## src/rtl/vga_pkg.sv

```systemverilog
// Shared VGA / game types and screen constants used by the game-flow and ball logic.
package vga_pkg;

  // Game phase seen by the ball controller and the display overlay.
  typedef enum logic [1:0] {
    start = 2'd0,
    play  = 2'd1,
    serve = 2'd2,
    over  = 2'd3
  } game_state_t;

  localparam int HOR_PIXELS = 1024;
  localparam int BALL_SIZE  = 15;

  // Left-edge x at or beyond which the ball counts as past the right goal line.
  function automatic logic [10:0] goal_r_threshold(input int edge_margin);
    return 11'(HOR_PIXELS - BALL_SIZE - edge_margin);
  endfunction

endpackage

```

## src/rtl/game_score_fsm_edge_detect.sv

```systemverilog
// Rising-edge detector for synchronised button levels; reset value of the
// history flop is selectable so a button held through reset gives no edge.
module edge_detect #(
  parameter logic RESET_VAL = 1'b0
) (
  input  logic clk,
  input  logic rst,
  input  logic din,
  output logic rise
);

  logic prev_reg;

  // Remember the previous level of the input every cycle.
  always_ff @(posedge clk or negedge rst) begin
    if (!rst) begin
      prev_reg <= RESET_VAL;
    end else begin
      prev_reg <= din;
    end
  end

  assign rise = din & ~prev_reg;

endmodule

```

## src/rtl/game_score_fsm.sv

```systemverilog
// Game-flow controller: detects goals from the ball position, keeps both
// scores, pauses for a serve after each point and declares the winner.
module game_score_fsm
  import vga_pkg::*;
#(
  parameter int WIN_SCORE   = 5,
  parameter int SERVE_TICKS = 60,
  parameter int EDGE_MARGIN = 8
) (
  input  logic        clk,
  input  logic        rst,
  input  logic        timing_tick,
  input  logic        start_btn,
  input  logic [10:0] x_ball,
  output game_state_t state,
  output logic [3:0]  score_left,
  output logic [3:0]  score_right,
  output logic        winner_right
);

  localparam int CW = $clog2(SERVE_TICKS + 1);

  localparam logic [10:0]   GOAL_L_X   = 11'(EDGE_MARGIN);
  localparam logic [10:0]   GOAL_R_X   = goal_r_threshold(EDGE_MARGIN);
  localparam logic [3:0]    WIN        = 4'(WIN_SCORE);
  localparam logic [CW-1:0] SERVE_LAST = CW'(SERVE_TICKS - 1);

  game_state_t   state_reg;
  logic [3:0]    score_left_reg;
  logic [3:0]    score_right_reg;
  logic          winner_right_reg;
  logic [CW-1:0] serve_cnt_reg;

  logic       start_pulse;
  logic       goal_l;
  logic       goal_r;
  logic [3:0] score_left_inc;
  logic [3:0] score_right_inc;

  // History starts at 1 so a button already held when reset lifts is ignored.
  edge_detect #(
    .RESET_VAL(1'b1)
  ) u_start_edge (
    .clk (clk),
    .rst (rst),
    .din (start_btn),
    .rise(start_pulse)
  );

  // Goal lines are checked every cycle, independent of the frame tick.
  assign goal_l = (x_ball <= GOAL_L_X);
  assign goal_r = (x_ball >= GOAL_R_X);

  assign score_left_inc  = score_left_reg + 4'd1;
  assign score_right_inc = score_right_reg + 4'd1;

  // Game FSM with registered scores, winner flag and serve pause counter.
  always_ff @(posedge clk or negedge rst) begin
    if (!rst) begin
      state_reg        <= start;
      score_left_reg   <= 4'd0;
      score_right_reg  <= 4'd0;
      winner_right_reg <= 1'b0;
      serve_cnt_reg    <= '0;
    end else begin
      case (state_reg)
        start: begin
          if (start_pulse) begin
            score_left_reg   <= 4'd0;
            score_right_reg  <= 4'd0;
            winner_right_reg <= 1'b0;
            state_reg        <= play;
          end
        end

        play: begin
          // Leaving play makes the ball controller re-centre the ball, so a
          // goal held for several cycles is still counted only once.
          if (goal_l) begin
            score_right_reg <= score_right_inc;
            if (score_right_inc == WIN) begin
              winner_right_reg <= 1'b1;
              state_reg        <= over;
            end else begin
              serve_cnt_reg <= '0;
              state_reg     <= serve;
            end
          end else if (goal_r) begin
            score_left_reg <= score_left_inc;
            if (score_left_inc == WIN) begin
              winner_right_reg <= 1'b0;
              state_reg        <= over;
            end else begin
              serve_cnt_reg <= '0;
              state_reg     <= serve;
            end
          end
        end

        serve: begin
          if (timing_tick) begin
            if (serve_cnt_reg == SERVE_LAST) begin
              state_reg <= play;
            end else begin
              serve_cnt_reg <= serve_cnt_reg + CW'(1);
            end
          end
        end

        over: begin
          // Final score stays on screen until the next game actually starts.
          if (start_pulse) begin
            state_reg <= start;
          end
        end

        default: begin
          state_reg <= start;
        end
      endcase
    end
  end

  assign state        = state_reg;
  assign score_left   = score_left_reg;
  assign score_right  = score_right_reg;
  assign winner_right = winner_right_reg;

endmodule

```

## config.mk

```make
export PLATFORM = sky130hd
export DESIGN_NAME = game_score_fsm
export DESIGN_NICKNAME = d
export VERILOG_FILES = /design/src/rtl/vga_pkg.sv /design/src/rtl/game_score_fsm_edge_detect.sv /design/src/rtl/game_score_fsm.sv
export SDC_FILE = /design/constraint.sdc
export NUM_CORES = 1
export LEC_CHECK = 0
export BUFFER_PORTS_ARGS = -buffer_cell sky130_fd_sc_hd__buf_2
export CORE_ASPECT_RATIO = 1.2
export CORE_UTILIZATION = 45
export DETAILED_ROUTE_END_ITERATION = 16
export PLACE_DENSITY = 0.78
export RECOVER_POWER = 50
export SYNTH_ARGS = -nofsm -noshare
export SYNTH_HDL_FRONTEND = slang
export SYNTH_SLANG_ARGS = --single-unit
```

## constraint.sdc

```tcl
create_clock -name clk -period 2.5 [get_ports clk]
set_input_delay 0.125 -clock clk [delete_from_list [all_inputs] [get_ports clk]]
set_output_delay 0.125 -clock clk [all_outputs]
set_load 0.01 [all_outputs]
```

Word-level counts from Yosys, hierarchy flattened
Index checks and enable logic that the tools add are counted.

Logic and storage cells: 68. Output and inout bits: 11. Input bits: 15. Register bits after elaboration: 18.

$add $sub $neg: 3. Eq/ne operators: 19. Order comparisons: 2. Muxes and demuxes: 28. Bitwise operators: 2. Reduce and logical (&&, ||, !) cells: 8.

Operator list (number): 6-bit 2-to-1 mux (6); 4-bit 2-to-1 mux (4); 2-bit inequality test, second input constant (8); 4-bit case mux with 2 select lines (2); 3-bit inequality test, second input constant (5); 2-bit 2-to-1 mux (6); 6-bit case mux with 2 select lines (1); 11-bit by 10-bit greater-or-equal comparator with 1-bit output, second input constant (1); 11-bit by 4-bit less-or-equal comparator with 1-bit output, second input constant (1); 5-bit AND reduction (2); 4-bit by 1-bit adder with 4-bit output, second input constant (2); 4-bit by 3-bit equality test with 1-bit output, second input constant (2); 2-bit case mux with 4 select lines (1); 1-bit 2-to-1 mux (7); 6-bit by 1-bit adder with 6-bit output, second input constant (1); 6-bit equality test, second input constant (1); 6-bit AND reduction (1); 2-bit equality test, second input constant (2); 4-bit AND reduction (1); 2-bit nonzero test (2); 3-bit AND reduction (1); 2-bit by 1-bit equality test with 1-bit output, second input constant (1); 2-bit logical NOT (1); 1-bit case mux with 2 select lines (1); 2 further kinds (2).

Depth between registers and ports, before layout
Word-level depth: 6. Depth in mapped cells: 6. Depth with buffers taken out: 6.

Hierarchy
A second synthesis with hierarchy kept.

Cell total of the unflattened synthesis: 130. Area total of the unflattened synthesis: 1127.3 µm².

Modules (own cells, without submodules): game_score_fsm (sequential area each 425.4 µm², area each 1087.3 µm², instances 1, cells each 128); edge_detect (sequential area each 26.3 µm², area each 40.0 µm², instances 1, cells each 2).

Worst setup path before layout
OpenSTA, ideal clock, no wires.

Path type: reg2reg. From: reg score_right_reg[0] (netlist: score_right[0]). To: reg serve_cnt_reg[2]. Stages on the path, launching flop included: 7. Setup time: 0.126 ns. Path buffers: 0. Arrival: 1.636 ns. Setup slack: 0.738 ns. Clock period less this slack: 1.762 ns. Required time: 2.374 ns. Cell sequence: dfrtp_1 > ha_1 > nand2b_1 > o21ai_0 > o2111ai_4 > nand4_4 > a221o_1.

Word-level cells in the longest chain between the ends: 4.

RTL lines: from (decl) (RTL line game_score_fsm.sv:30) `logic [3:0] score_right_reg;`; from (signal assigned) (RTL line game_score_fsm.sv:80) `score_right_reg <= score_right_inc;`; 4-bit by 1-bit adder with 4-bit output (RTL line game_score_fsm.sv:55) `assign score_right_inc = score_right_reg + 4'd1;`; 4-bit by 3-bit equality test with 1-bit output (RTL line game_score_fsm.sv:81) `if (score_right_inc == WIN) begin`; 3-bit inequality test (no source line); 6-bit AND reduction (no source line); to (signal assigned) (RTL line game_score_fsm.sv:105) `serve_cnt_reg <= serve_cnt_reg + CW'(1);`; to (decl) (RTL line game_score_fsm.sv:32) `logic [CW-1:0] serve_cnt_reg;`.

Every way passes these cells. A chain may end at the register's enable or synchronous reset.

Final worst setup path
From: reg state_reg[0] (netlist: state[0]). To: reg serve_cnt_reg[2].

Word-level cells in the longest chain between the ends: 3. Elaborated cells on any way between the ends: 10. Those cells by class: eq/ne: 7; mux: 1; reduce/logical: 2.

RTL lines: from (decl) (RTL line game_score_fsm.sv:28) `game_state_t state_reg;`; from (signal assigned) (RTL line game_score_fsm.sv:60) `state_reg <= start;`; from (signal assigned) (RTL line game_score_fsm.sv:72) `state_reg <= play;`; from (signal assigned) (RTL line game_score_fsm.sv:83) `state_reg <= over;`; 2-bit by 1-bit equality test with 1-bit output / 2-bit equality test (equally long branches) (RTL line game_score_fsm.sv:66) `case (state_reg)`; 3-bit inequality test (no source line), or another cell as far along; 6-bit AND reduction (no source line).

Parallel ways exist; a longest one is shown, timed or not.

==> results.py <==
metrics = {
    "floorplan": {
        "die_w_um": 49.7,
        "dieArea_sq_um": 2950,
        "fp-row-count": 20,
        "core_area_sq_um": 2550,
        "start_util": 0.482,
        "num_io_pins": 26,
        "die_h_um": 59.3,
    },
    "yosys": {
        "netlist_area_sq_um": 1230,
        "synth_fa_ha_area_frac": 0.0509,
        "syn_nets": 149,
        "synthXorXnorAreaFrac": 0.00712,
        "synth_warnings": 0,
        "synthCells": 129,
        "synth_compound_area_frac": 0.267,
        "synth_area_per_cell_sq_um": 9.53,
        "synth.area.mux_share": 0.0173,
        "synth_seq_cells": 18,
        "synth_edf_count": 0,
        "synth_cell_types": 48,
        "synth-simple-area-share": 0.263,
        "ys_seq_area_frac": 0.367,
        "synth_top_family_by_area": "compound AO/OA/AOI/OAI gates",
        "async_reset_ff_frac": 1.00,
        "ys.flop_type": "dfrtp_1",
    },
    "critical_path": {
        "crit_path_top_delay_cell": "dfrtp_1",
        "crit_end": "serve_cnt_reg[2]",
        "startpoint_type": "flip-flop",
        "rrSetupSlack_ps": 560,
        "critPathBufInv": 0,
        "path_cells": "and2b_1 > o211ai_1 > nand2_1 > nand4_4 > a221o_1",
        "required_ps": 2680,
        "cp.arrival_ps": 2120,
        "r2r_end": "serve_cnt_reg[2]",
        "path_depth": 5,
        "reg2reg_from": "state[0]",
        "crit_path_max_incr_delay_ps": 560,
        "path_max_fanout": 15,
        "critical_path_class": "reg -> reg",
        "critPathCaptureType": "flip-flop",
        "critPathLaunch": "state[0]",
        "r2r_cells": 5,
        "cp_top_family": "simple AND/OR/NAND/NOR gates",
    },
    "grt": {
        "antenna_found_initial": 0,
        "gr-usage-all-layers": 0.205,
        "grt_max_degree": 19,
        "grt_use_met1": 0.252,
        "grt-busiest-layer": "met2",
        "use_met3": 0.0256,
        "grt-ovfl-total": 0,
        "grt_pass1_vias": 1031,
        "globalRouteMet2Util": 0.347,
        "grt_pass1_wl_mm": 4.51,
    },
    "routing": {
        "wire_per_inst_um": 13.6,
        "via_per_inst": 5.88,
        "drt_iter0_markers": 33,
        "vias": 1128,
        "wirelength_mm": 2.62,
        "antenna_left": 0,
        "dr.pass1.iters": 4,
        "drc": 0,
    },
    "timing": {
        "tns_ps": 0,
        "finalCriticalPeriod_ps": 1940,
        "hold_violations": 0,
        "timing.slew.headroom": 0.340,
        "final-setup-viol-count": 0,
        "worst_slew_pin_slew_ps": 989,
        "fin_crit_sh": 0.775,
        "rsz0062_at_grt": "no",
        "fin_skew_ps": 1.77,
        "fmax_mhz": 516,
        "maxSlewViolCount": 0,
    },
    "worst_hold_path": {
        "min-delay-start": "timing_tick",
        "hp-class": "in -> reg",
    },
    "layout": {
        "nets": 180,
        "fin_area_sq_um": 1430,
        "drive_gt1_frac": 0.233,
        "fill_cells": 250,
        "area_growth_pct": 16.4,
        "fin_cells": 192,
        "n_antenna_cell": 0,
        "largest_register_ffs": 6,
    },
    "cts": {
        "cts_inserted_buffers": 3,
        "clk_latency_ps": 290,
        "cts_resized": 0,
        "cts_tree": "yes",
        "clock-sinks": 18,
        "clk_pin_slew_ps": 100,
        "post-cts-setup-buffers": 0,
        "htreeDepth": 1,
        "max-clock-path-buffers": 2,
        "cts-root-buf": "clkbuf_4",
    },
    "place": {
        "post_dp_cell_area_sq_um": 1390,
        "gp_congestion": 0.818,
        "dp_cells": 186,
        "portBuffers": 25,
        "hpwlAfterDp_mm": 2.01,
    },
    "outcome": {
        "status": "finished clean",
    },
    "power": {
        "ir_drop_v": 0.000510,
        "pwr_density_cell_nw_per_um2": 787,
        "p_total_w": 0.00113,
        "p_leak_nw": 0.647,
    },
    "job": {
        "maxCapViolCount": 0,
    },
}
==> what timing repair did <==
item,4_1_cts,5_1_grt
hold buffers,2,0
endpoints found under the hold margin,18,0
endpoints found under the setup margin,0,0
==> power breakdown <==
part / internal [W] / switching [W]
combinational: 0.000220 / 0.000247
sequential: 0.000370 / 0.000137
clock: 0.0000620 / 0.0000889
==> synth_stat cells (2+ instances only) <==
cell	number	area (sq um)
nand2b_1	5	31.3
o211ai_1	2	15.0
a21oi_1	2	10.0
dfrtp_1	17	425
nor2_1	7	26.3
o21ai_0	10	50.1
and3_1	2	12.5
nand3_1	8	40.0
ha_1	5	62.6
nor3_1	2	10.0
nand4_1	3	18.8
a22o_1	4	35.0
a21o_2	2	17.5
o2bb2ai_1	2	17.5
nand2_1	15	56.3
a21o_1	2	15.0
inv_1	8	30.0
nor2b_1	3	18.8
==> stage by stage <==
stage | hold WS, ps | worst slack, ps | util
floorplan | -171 | 738 | -
global placement | 77.6 | 624 | 0.546
detailed placement | 86.1 | 600 | 0.546
CTS | 261 | 580 | 0.564
global route | 263 | 456 | 0.561
finish | 268 | 563 | 0.561
==> metal layers <==
metal	part of all wire	wire length (um)	up-vias
met5	0	0	-
met4	0.019	51	0
met3	0.035	91	4
met2	0.49	1290	38
met1	0.45	1180	544
li1	-	-	542
==> final cells by class <==
type                            instances  area [sq um]  share of cell area
Clock buffer                            4          26.3              0.0184
Timing Repair Buffer                   27           138              0.0962
Tap cell                               33          41.3              0.0288
Multi-Input combinational cell        102           744               0.520
Inverter                                8          30.0              0.0210
Sequential cell                        18           452               0.316
==> layout by cell type (no fill, tap or decap), types with 3 or more instances in the layout <==
cell type,instances
clkbuf_4,3
a22o_1,4
nor2_1,7
nor2b_1,3
inv_1,8
clkbuf_1,7
dfrtp_1,17
ha_1,5
buf_2,19
o21ai_0,10
nand2_1,15
nand2b_1,5
nand3_1,8
nand4_1,3
==> worst min-delay path by stage <==
stage | to | slack (ps) | depth (start not counted)
final | state[0] | 270 | 3
after floorplan | score_left[0] | -170 | 0
after global routing | state[0] | 260 | 3
after CTS | state[0] | 260 | 3
after global placement | score_right[2] | 80 | 1
after detailed placement | score_right[3] | 90 | 1
==> worst reg2reg max path, delay by kind of cell (launching register included) <==
| kind | cells | cell delay, ps |
|---|---|---|
| flip-flops | 1 | 560 |
| AO/OA/AOI/OAI | 2 | 570 |
| AND/OR/NAND/NOR | 3 | 710 |
==> cell families (layout without fill, tap and decap cells) <==
family / count (synthesis) / after routing
fa+ha+maj: 5 / 5
buf+inv: 9 / 39
simple gates: 55 / 55
flops: 18 / 18
mux: 2 / 2
xor+xnor: 1 / 1
compound gates: 39 / 39
Power figures use the tool's default switching activity.
